**config.mk**
```make
export PLATFORM = sky130hd
export DESIGN_NAME = fetch_stage
export DESIGN_NICKNAME = d
export VERILOG_FILES = /design/src/rtl/fetch_stage.sv
export SDC_FILE = /design/constraint.sdc
export NUM_CORES = 1
export LEC_CHECK = 0
export CELL_PAD_IN_SITES_DETAIL_PLACEMENT = 0
export CELL_PAD_IN_SITES_GLOBAL_PLACEMENT = 2
export CORE_MARGIN = 2
export CORE_UTILIZATION = 35
export DETAILED_ROUTE_END_ITERATION = 10
export GPL_TIMING_DRIVEN = 0
export MAX_ROUTING_LAYER = met4
export PLACE_DENSITY_LB_ADDON = 0.08
export RECOVER_POWER = 50
export SYNTH_ARGS = -nofsm -noshare
export SYNTH_HDL_FRONTEND = slang
export SYNTH_SLANG_ARGS = --single-unit
export TNS_END_PERCENT = 30
```
**constraint.sdc**
```tcl
create_clock -name clk -period 13.39 [get_ports clk]
set_input_delay 3.3475 -clock clk [delete_from_list [all_inputs] [get_ports clk]]
set_output_delay 3.3475 -clock clk [all_outputs]
set_load 0.01 [all_outputs]
```
**src/rtl/fetch_stage.sv**
```systemverilog
// fetch_stage: owns the PC, issues in-order instruction memory reads and
// buffers returned words with their PCs for the decode stage.
//
// Ports:
//   clk, rst                       clock, synchronous active-high reset
//   imem_req/addr/gnt              request channel to instruction memory
//   imem_rvalid/rdata              in-order response channel
//   redirect, redirect_pc          taken branch/jump: flush and restart
//   dec_valid/ready                handshake towards decode
//   dec_inst/pc/opcode/f3/f1       instruction and pre-split fields

module fetch_stage #(
    parameter logic [31:0] RESET_PC = 32'h0000_0000,
    parameter int          DEPTH    = 2
) (
    input  logic        clk,
    input  logic        rst,
    output logic        imem_req,
    output logic [31:0] imem_addr,
    input  logic        imem_gnt,
    input  logic        imem_rvalid,
    input  logic [31:0] imem_rdata,
    input  logic        redirect,
    input  logic [31:0] redirect_pc,
    output logic        dec_valid,
    input  logic        dec_ready,
    output logic [31:0] dec_inst,
    output logic [31:0] dec_pc,
    output logic [6:0]  dec_opcode,
    output logic [2:0]  dec_f3,
    output logic        dec_f1
);

    localparam int AW  = $clog2(DEPTH);
    localparam int CW  = AW + 1;
    localparam int CW1 = CW + 1;
    localparam logic [CW:0]  DEPTH_S = CW1'(DEPTH);
    localparam logic [31:0]  NOP     = 32'h0000_0013;

    typedef enum logic {
        FETCH,
        DRAIN
    } state_t;

    typedef struct packed {
        logic [31:0] pc;
        logic [31:0] inst;
    } entry_t;

    state_t         state;
    logic [31:0]    fetch_pc;
    logic [31:0]    resp_pc;
    logic [CW-1:0]  outstanding;
    logic [CW-1:0]  drop_cnt;
    logic [CW-1:0]  count;
    logic [AW-1:0]  rd_ptr;
    logic [AW-1:0]  wr_ptr;
    entry_t         fifo [DEPTH];

    logic [CW:0]    credit_used;
    logic           grant;
    logic           dropping;
    logic           push;
    logic           pop;
    logic [CW-1:0]  out_next;
    logic [CW-1:0]  drop_next;
    logic [31:0]    redirect_base;
    entry_t         head;

    // A request is only issued when a FIFO slot is reserved for its
    // response, so the memory never sees backpressure.
    assign credit_used = {1'b0, outstanding} + {1'b0, count};
    assign imem_req    = (state == FETCH) & ~redirect & ~rst
                       & (credit_used < DEPTH_S);
    assign imem_addr   = fetch_pc;
    assign grant       = imem_req & imem_gnt;

    assign dropping = (drop_cnt != '0);
    // A response landing in the redirect cycle is stale by definition.
    assign push     = imem_rvalid & ~dropping & ~redirect;
    assign pop      = dec_valid & dec_ready;

    assign out_next      = outstanding + CW'(grant) - CW'(imem_rvalid);
    assign redirect_base = redirect_pc & 32'hFFFF_FFFC;

    always_comb begin
        drop_next = drop_cnt;
        if (redirect)
            drop_next = out_next;
        else if (imem_rvalid & dropping)
            drop_next = drop_cnt - CW'(1);
    end

    assign head       = fifo[rd_ptr];
    assign dec_valid  = (count != '0) & ~rst;
    assign dec_inst   = dec_valid ? head.inst : NOP;
    assign dec_pc     = dec_valid ? head.pc : 32'h0;
    assign dec_opcode = dec_inst[6:0];
    assign dec_f3     = dec_inst[14:12];
    assign dec_f1     = dec_inst[30];

    always_ff @(posedge clk) begin
        if (rst) begin
            state       <= FETCH;
            fetch_pc    <= RESET_PC;
            resp_pc     <= RESET_PC;
            outstanding <= '0;
            drop_cnt    <= '0;
            count       <= '0;
            rd_ptr      <= '0;
            wr_ptr      <= '0;
        end else begin
            outstanding <= out_next;
            drop_cnt    <= drop_next;
            if (redirect) begin
                fetch_pc <= redirect_base;
                resp_pc  <= redirect_base;
                count    <= '0;
                rd_ptr   <= '0;
                wr_ptr   <= '0;
                state    <= (drop_next != '0) ? DRAIN : FETCH;
            end else begin
                if (grant)
                    fetch_pc <= fetch_pc + 32'd4;
                if (push) begin
                    resp_pc <= resp_pc + 32'd4;
                    wr_ptr  <= wr_ptr + AW'(1);
                end
                if (pop)
                    rd_ptr <= rd_ptr + AW'(1);
                count <= count + CW'(push) - CW'(pop);
                if (state == DRAIN && drop_next == '0)
                    state <= FETCH;
            end
        end
    end

    // Payload storage needs no reset; occupancy guards every read.
    always_ff @(posedge clk) begin
        if (push & ~rst)
            fifo[wr_ptr] <= '{pc: resp_pc, inst: imem_rdata};
    end

endmodule

```
==> results of run 1 <==
==> layer usage <==
layer / track usage (%) / vias up / wire length [microns]
li1: - / 3156 / -
met1: 25.4 / 3107 / 11100
met2: 30.7 / 208 / 11500
met3: 3.42 / 27 / 1060
met4: 5.48 / 0 / 386
met5: - / - / 0
==> worst min-delay path by stage <==
stage / slack [ns] / depth (start not counted) / endpoint
floorplan: 0.45 / 0 / fifo[0][63]
global placement: 0.50 / 0 / fifo[0][54]
detailed placement: 0.50 / 0 / fifo[1][61]
CTS: 0.52 / 0 / fifo[0][61]
global route: 0.53 / 0 / fifo[1][61]
finish: 0.51 / 0 / fifo[0][61]
==> synthesized netlist by cell type, types with 2 or more instances <==
cell type                  instances
sky130_fd_sc_hd__edfxtp_1        124
sky130_fd_sc_hd__nor2_1           98
sky130_fd_sc_hd__dfxtp_1          70
sky130_fd_sc_hd__mux2i_1          64
sky130_fd_sc_hd__nand2_1          41
sky130_fd_sc_hd__a21oi_1          33
sky130_fd_sc_hd__xnor2_1          26
sky130_fd_sc_hd__clkbuf_1         25
sky130_fd_sc_hd__inv_1            24
sky130_fd_sc_hd__nand3_1          22
sky130_fd_sc_hd__nand4_1          21
sky130_fd_sc_hd__xor2_1           20
sky130_fd_sc_hd__buf_4            16
sky130_fd_sc_hd__nor3_1           15
sky130_fd_sc_hd__a31oi_1          14
sky130_fd_sc_hd__nor4_1           14
sky130_fd_sc_hd__buf_1            12
sky130_fd_sc_hd__and3_1           10
sky130_fd_sc_hd__o22ai_1          10
sky130_fd_sc_hd__o21ai_0           9
sky130_fd_sc_hd__a21o_1            8
sky130_fd_sc_hd__a211oi_1          7
sky130_fd_sc_hd__a21boi_0          7
sky130_fd_sc_hd__ha_1              7
sky130_fd_sc_hd__nor2b_1           6
sky130_fd_sc_hd__and2_1            5
sky130_fd_sc_hd__and4_1            5
sky130_fd_sc_hd__buf_2             4
sky130_fd_sc_hd__or3_1             4
sky130_fd_sc_hd__a221oi_1          3
sky130_fd_sc_hd__a311oi_1          3
sky130_fd_sc_hd__o21bai_1          3
sky130_fd_sc_hd__o311ai_0          3
sky130_fd_sc_hd__a21boi_1          2
sky130_fd_sc_hd__nand3b_1          2
sky130_fd_sc_hd__or2_2             2
sky130_fd_sc_hd__or4_1             2
==> registers in the layout (all words and copies together), names as in the netlist, named ones only <==
signal       count
rd_ptr           1
state            1
drop_cnt         2
resp_pc         30
outstanding      2
fifo           124
count            2
wr_ptr           1
imem_addr       30
==> final cells by class <==
class / count / area share, %
flip-flops and latches: 194 / 44.5
multi-input cells: 487 / 27.7
repair buffers: 176 / 15.9
clock buffers: 17 / 3.69
well taps: 324 / 3.52
plain buffers: 57 / 2.37
clock inverters: 14 / 1.48
inverters: 26 / 0.848
==> power groups by stage <==
stage	Clock (mW)	Combinational (mW)	Sequential [mW]
after floorplan	0	0.0683	0.695
after global placement	0	0.138	0.698
after detailed placement	0	0.142	0.698
after CTS	0.530	0.143	0.685
after global routing	0.553	0.150	0.688
final	0.516	0.137	0.685
==> kinds of logic after synthesis <==
group / after synthesis / share of synthesized area, %
AOI/OAI and AO/OA: 109 / 8.10
adders and majority gates: 8 / 1.24
DFF: 194 / 59.2
and+or+nand+nor: 254 / 14.6
other: 1 / 0.0433
xor gates and xnor gates: 47 / 4.93
muxes: 65 / 7.53
buffers and inverters: 83 / 4.35
==> per-stage QoR <==
step	power, mW	cells
detailed placement	0.840	1264
finish	1.34	1295
floorplan	0.763	764
global placement	0.836	1260
global route	1.39	1295
CTS	1.36	1295
==> metrics.md, run 1 <==
| Metric | Value |
|---|---|
| Run status | `complete, no violations` |
| Number of different library cells in the post-synthesis netlist | `57` |
| TritonCTS buffer count | `17` |
| Global-route wire length before repair | `~37000 microns` |
| Final TNS setup | `0 ns` |
| Critical Path End | `dec_pc[21]` |
| Ranking of synthesized cells by area | `sky130_fd_sc_hd__edfxtp_1, sky130_fd_sc_hd__dfxtp_1, sky130_fd_sc_hd__mux2i_1` |
| Register bit total from synthesis | `194` |
| CP bufs+invs | `5` |
| Final net count | `1037` |
| Fraction of final layout cells with drive strength greater than 1 | `under 10%` |
| Gr usage total | `19.3%` |
| Final Hold Vio Count | `0` |
| Most used cells in the layout excluding fill and tap cells | `sky130_fd_sc_hd__edfxtp_1, sky130_fd_sc_hd__clkdlybuf4s50_1, sky130_fd_sc_hd__nor2_1` |
| Fill cell count | `2260` |
| Library cell contributing the largest single delay on the critical path | `sky130_fd_sc_hd__dlygate4sd3_1` |
| Delay of the slowest cell on the worst path | `0.67 ns` |
| Count of inserted antenna diode cells | `0` |
| Starting utilization of the core area | `35.6%` |
| TritonCTS sink count | `194` |
| Worst hold margin | `0.511 ns` |
| Pin count of the biggest net entering global routing | `25` |
| Post_cts resized | `0` |
| Internal cell power | `1.01 mW` |
| Critical Path Source Type | `primary input` |
| Worst slack, placed | `4.02 ns` |
| Pwr per Cell Area | `between 100 and 150 mW/mm^2` |
| Vias per std cell | `around 5` |
| Post-Place Cell Area | `0.0109 sq mm` |
| Beginning of the critical path | `rst` |
| DRT Pass-1 Iters | `4` |
| Count of pins over their slew limit | `0` |
| Initial antenna violation count | `0` |
| Number of flops mapped to enable cells by yosys | `124` |
| Leak Pwr | `3.89 nW` |
| Worst reg2reg path startpoint | `outstanding[0]` |
| Worst-case clock buffer depth | `2` |
| Number of buffers inserted by hold repair at cts | `0` |
| Share of the core filled with cells | `47.3%` |
| Number of I/O pins | `179` |
| Post-synthesis sequential area ratio | `59.2%` |
| Sum of overflow across all layers after global routing | `0` |
| Reg2reg end | `state` |
| Clock input transition at the sequential cells of the worst setup and hold paths | `~0.07 ns` |
| Launch point of the worst hold path | `resp_pc[29]` |
| Period utilisation layout | `between 60 and 70%` |
| Number of vias in the routed layout | `6498` |
| Mean Syn Cell Area | `about 11 sq um` |
| Part of the total power dissipated in the clock network | `between 30% and 40%` |
| Via count of the first global-routing pass | `6547` |
| DRT iter0 DRCs | `403` |
| Actual slew at the worst max-slew pin | `0.797 ns` |
| Crit-path most repeated cell | `sky130_fd_sc_hd__clkbuf_1` |
| Area taken by multi-input logic gates | `0.00319 sq mm` |
| Post-layout min period | `between 9 and 10 ns` |
| R2R depth | `16` |
| Total Routed Length | `24000 microns` |
| Psw | `329 uW` |
| Class of the most critical setup path | `primary input to output pin` |
| Port Buffer Count | `172` |
| Standard cell core area | `0.0243 sq mm` |
| Setup Fix Bufs, Post-CTS | `0` |
| Critical-path cell list | `dlygate4sd3_1 > or2_2 > clkbuf_1 > clkbuf_1 > buf_1 > nor2_1 > clkdlybuf4s50_1` |
| Endpoint required time on the critical path | `10.04 ns` |
| Horizontal die dimension | `around 160 microns` |
| Setup WS post-layout | `4.03 ns` |
| Clk_skew | `0.0159 ns` |
| Flop pwr share | `51.2%` |
| Max-slew headroom at the worst pin | `roughly 47%` |
| Overall die area | `0.0260 sq mm` |
| Routability Congestion | `0.862` |
| Register area | `0.00512 sq mm` |
| Area added between synthesis and finish | `32.9%` |
| Kind of cell with the highest combined delay on the critical path | `buffers and inverters` |
| Number of nets with antenna violations after routing | `0` |
| Primary FF master, synth | `sky130_fd_sc_hd__edfxtp_1` |
| Fraction of registers with async set/reset | `0%` |
| Area of all placed cells without fillers | `0.0115 sq mm` |
| Synth top area share | `between 40% and 50%` |
| Total stage count of the critical path | `7` |
| Setup violation total in the final timing report | `0` |
| CTS HTree Levels | `4` |
| Residual DRC count | `0` |
| CP endpoint kind | `output pin` |
| Cell area after technology mapping | `approximately 0.0087 sq mm` |
| Library cell with the largest summed area after synthesis | `sky130_fd_sc_hd__edfxtp_1` |
| Vertical die dimension | `roughly 160 microns` |
| Yosys warning count | `0` |
| Detailed-route wire length per cell | `18.5 microns` |
| Endpoint arrival time on the critical path | `around 6.0 ns` |
| Clock tree from TritonCTS | `done` |
| Post-synthesis instance total | `about 760` |
| Most frequent standard cell in the layout excluding fill and tap cells | `sky130_fd_sc_hd__edfxtp_1` |
| Worst vdd rail ir drop | `roughly 0.000070 V` |
| RSZ-0062 raised after global routing | `no` |
| Core Rows | `57` |
| Relative contribution of combinational cells to total power | `10.2%` |
| Maximum fanout count along the critical path | `10` |
| Switching share of power | `24.6%` |
| Skew-Pair Late Insertion Delay | `0.43 ns` |
| Min-Delay Path Class | `flop to flop` |
| Register-to-Register Setup Slack | `9.19 ns` |
| Max capacitance violation total | `0` |
| Fmax | `107 MHz` |
| Hpwl dp | `17800 microns` |
| Clk Tree Root Cell | `sky130_fd_sc_hd__clkbuf_16` |
Note: power is estimated with default switching activity, not from simulation.
==> run 2: changes to the inputs <==
CORE_UTILIZATION = 33   (was 35)
clock period = 9.3 ns   (was 13.39 ns; I/O delays follow)
==> run 2 against run 1 <==
Against the previous run:
- sequential share of layout area is 0.053 points higher
- die area is 5.9% higher
- routed wire length is 3.7% higher
- critical endpoint is now dec_pc[22]
- clock skew is 0.0013 ns lower
- non-clock buffer count stayed put
- via count is 0.32% higher
- largest power group unchanged
==> metrics.md, run 2 (same netlist as run 1, synthesis figures left out) <==
| Metric | Value |
|---|---|
| Run status | `complete, no violations` |
| CP endpoint kind | `output pin` |
| Area taken by multi-input logic gates | `0.00319 sq mm (unchanged)` |
| Overall die area | `0.0276 sq mm (+5.9%)` |
| Register area | `0.00512 sq mm (unchanged)` |
| Initial antenna violation count | `0 (unchanged)` |
| Skew-Pair Late Insertion Delay | `0.44 ns (about the same)` |
| Leak Pwr | `3.88 nW (-0.26%)` |
| Final TNS setup | `0 ns (unchanged)` |
| Final net count | `1037 (unchanged)` |
| Setup violation total in the final timing report | `0 (unchanged)` |
| Worst-case clock buffer depth | `2 (unchanged)` |
| Library cell contributing the largest single delay on the critical path | `sky130_fd_sc_hd__dlygate4sd3_1` |
| Flop pwr share | `52.0% (+0.8 points)` |
| Fmax | `136 MHz` |
| TritonCTS buffer count | `17 (unchanged)` |
| Actual slew at the worst max-slew pin | `0.879 ns (+0.0821 ns)` |
| Class of the most critical setup path | `primary input to output pin` |
| Number of nets with antenna violations after routing | `0 (unchanged)` |
| Switching share of power | `26.0% (+1.4 points)` |
| Count of inserted antenna diode cells | `0 (unchanged)` |
| DRT iter0 DRCs | `377 (-6.5%)` |
| Area of all placed cells without fillers | `0.0115 sq mm (-0.12%)` |
| RSZ-0062 raised after global routing | `no` |
| Largest register by flop count | `fifo` |
| Horizontal die dimension | `166 microns (+2.9%)` |
| Most used cells in the layout excluding fill and tap cells | `sky130_fd_sc_hd__edfxtp_1, sky130_fd_sc_hd__clkdlybuf4s50_1, sky130_fd_sc_hd__nor2_1` |
| Relative contribution of combinational cells to total power | `10.5% (+0.3 points)` |
| Clk_skew | `0.0147 ns (-0.00129 ns)` |
| Crit-path most repeated cell | `sky130_fd_sc_hd__clkbuf_1` |
| Critical-path cell list | `dlygate4sd3_1 > or2_2 > clkbuf_1 > clkbuf_1 > buf_1 > nor2_1 > clkdlybuf4s50_1` |
| Pwr per Cell Area | `165 mW/mm^2 (+42%)` |
| TritonCTS sink count | `194 (unchanged)` |
| Endpoint required time on the critical path | `6.98 ns (-3.06 ns)` |
| Post_cts resized | `0 (unchanged)` |
| Count of pins over their slew limit | `0 (unchanged)` |
| CTS HTree Levels | `4 (unchanged)` |
| Max capacitance violation total | `0 (unchanged)` |
| Share of the core filled with cells | `44.4% (-3.0 points)` |
| Period utilisation layout | `about 80%` |
| Most frequent standard cell in the layout excluding fill and tap cells | `sky130_fd_sc_hd__edfxtp_1` |
| Via count of the first global-routing pass | `6608 (+0.93%)` |
| Delay of the slowest cell on the worst path | `0.68 ns (about the same)` |
| Post-Place Cell Area | `0.0109 sq mm (+0.13%)` |
| Pin count of the biggest net entering global routing | `23 (-8.0%)` |
| Core Rows | `59 (+3.5%)` |
| Internal cell power | `1.40 mW (+39%)` |
| Number of flip-flops under the largest register name | `124 (unchanged)` |
| Max-slew headroom at the worst pin | `41.4% (-5.5 points)` |
| CP bufs+invs | `5 (unchanged)` |
| Number of vias in the routed layout | `6519 (+0.32%)` |
| Sum of overflow across all layers after global routing | `0 (unchanged)` |
| Starting utilization of the core area | `33.4% (-2.2 points)` |
| Critical Path Source Type | `primary input` |
| Endpoint arrival time on the critical path | `5.04 ns (-0.98 ns)` |
| Min-Delay Path Class | `flop to flop` |
| Post-layout min period | `between 7 and 8 ns` |
| Vertical die dimension | `166 microns (+2.9%)` |
| Gr usage total | `18.5% (-0.74 points)` |
| Residual DRC count | `0 (unchanged)` |
| Global-route wire length before repair | `38500 microns (+2.7%)` |
| Kind of cell with the highest combined delay on the critical path | `buffers and inverters` |
| Psw | `494 uW (+50%)` |
| Clk Tree Root Cell | `sky130_fd_sc_hd__clkbuf_16` |
| Port Buffer Count | `172 (unchanged)` |
| Clock tree from TritonCTS | `done` |
| Hpwl dp | `18200 microns (+2.3%)` |
| Clock input transition at the sequential cells of the worst setup and hold paths | `0.07 ns (about the same)` |
| Final Hold Vio Count | `0 (unchanged)` |
| Register-to-Register Setup Slack | `5.02 ns (-4.17 ns)` |
| Routability Congestion | `0.860 (-0.23%)` |
| Worst vdd rail ir drop | `0.000103 V (+48%)` |
| Fill cell count | `2477 (+9.6%)` |
| Maximum fanout count along the critical path | `10 (unchanged)` |
| Vias per std cell | `4.99 (-0.60%)` |
| DRT Pass-1 Iters | `5 (+1)` |
| Number of buffers inserted by hold repair at cts | `0 (unchanged)` |
| Area added between synthesis and finish | `32.8%` |
| Setup Fix Bufs, Post-CTS | `0 (unchanged)` |
| Detailed-route wire length per cell | `19.0 microns (+2.7%)` |
| Number of I/O pins | `179 (unchanged)` |
| Total Routed Length | `24900 microns (+3.7%)` |
| Fraction of final layout cells with drive strength greater than 1 | `6.28% (-0.0065 points)` |
| Standard cell core area | `0.0259 sq mm (+6.5%)` |
| Part of the total power dissipated in the clock network | `37.5% (-1.1 points)` |
## run 2: changes by cell type in the layout (fill, tap and decap cells not counted)
cell,before,now
sky130_fd_sc_hd__bufinv_16,2,0
sky130_fd_sc_hd__clkinv_4,4,5
sky130_fd_sc_hd__buf_1,2,3
sky130_fd_sc_hd__clkinv_8,0,1
sky130_fd_sc_hd__clkinvlp_4,2,1
sky130_fd_sc_hd__inv_8,3,4
## run 2: final timing paths
check | cells after the start | start | endpoint
setup / recovery | 7 | rst | dec_pc[22]
setup reg to reg | 16 | outstanding[0] | state
hold / removal | 0 | resp_pc[10] | fifo[1][42]
hold reg to reg | 0 | resp_pc[10] | fifo[1][42]
## run 2: worst register-to-register path: stages (launching register included)
cell	delay, ns
sky130_fd_sc_hd__dfxtp_1	0.33
sky130_fd_sc_hd__and2_1	0.17
sky130_fd_sc_hd__fa_1	0.50
sky130_fd_sc_hd__nor4b_4	0.48
sky130_fd_sc_hd__and2_0	0.19
sky130_fd_sc_hd__clkbuf_1	0.43
sky130_fd_sc_hd__inv_1	0.26
sky130_fd_sc_hd__clkbuf_1	0.32
sky130_fd_sc_hd__clkbuf_1	0.36
sky130_fd_sc_hd__ha_1	0.38
sky130_fd_sc_hd__inv_1	0.04
sky130_fd_sc_hd__ha_1	0.17
sky130_fd_sc_hd__xor3_1	0.24
sky130_fd_sc_hd__nand2_1	0.07
sky130_fd_sc_hd__a21oi_1	0.17
sky130_fd_sc_hd__nor2_1	0.06
sky130_fd_sc_hd__nor2_1	0.08
## run 2: power groups by stage
| stage | clock [mW] | sequential (mW) | combinational, mW |
|---|---|---|---|
| floorplan | 0 | 1.00 | 0.0984 |
| finish | 0.712 | 0.986 | 0.199 |
| global placement | 0 | 1.01 | 0.200 |
| global route | 0.764 | 0.991 | 0.217 |
| detailed placement | 0 | 1.01 | 0.206 |
| CTS | 0.726 | 0.986 | 0.207 |
## run 2: final cells by class
cell class,instances,area share (%)
clock inverter,14,1.21
buffer,57,2.37
clock buffer,18,3.73
inverter,26,0.849
sequential,194,44.6
timing repair buffer,176,15.9
tap,335,3.64
multi-input combinational,487,27.7
## run 2: metal layers
metal	up-vias	share of wire (%)	global-route usage, %
met3	29	3.9	2.93
met2	195	47	29.7
met4	0	1.4	5.33
met1	3146	47	24.4
li1	3149	-	-
met5	-	0	-
## run 2: metrics by stage
step | hold slack (ns) | std cells | setup WS (ns) | total power [mW]
2_1_floorplan | 0.445 | 764 | 3.39 | 1.10
3_3_place_gp | 0.495 | 1271 | 0.637 | 1.21
3_5_place_dp | 0.488 | 1275 | 1.92 | 1.21
4_1_cts | 0.502 | 1307 | 1.90 | 1.92
5_1_grt | 0.530 | 1307 | 1.73 | 1.97
6_report | 0.496 | 1307 | 1.93 | 1.90
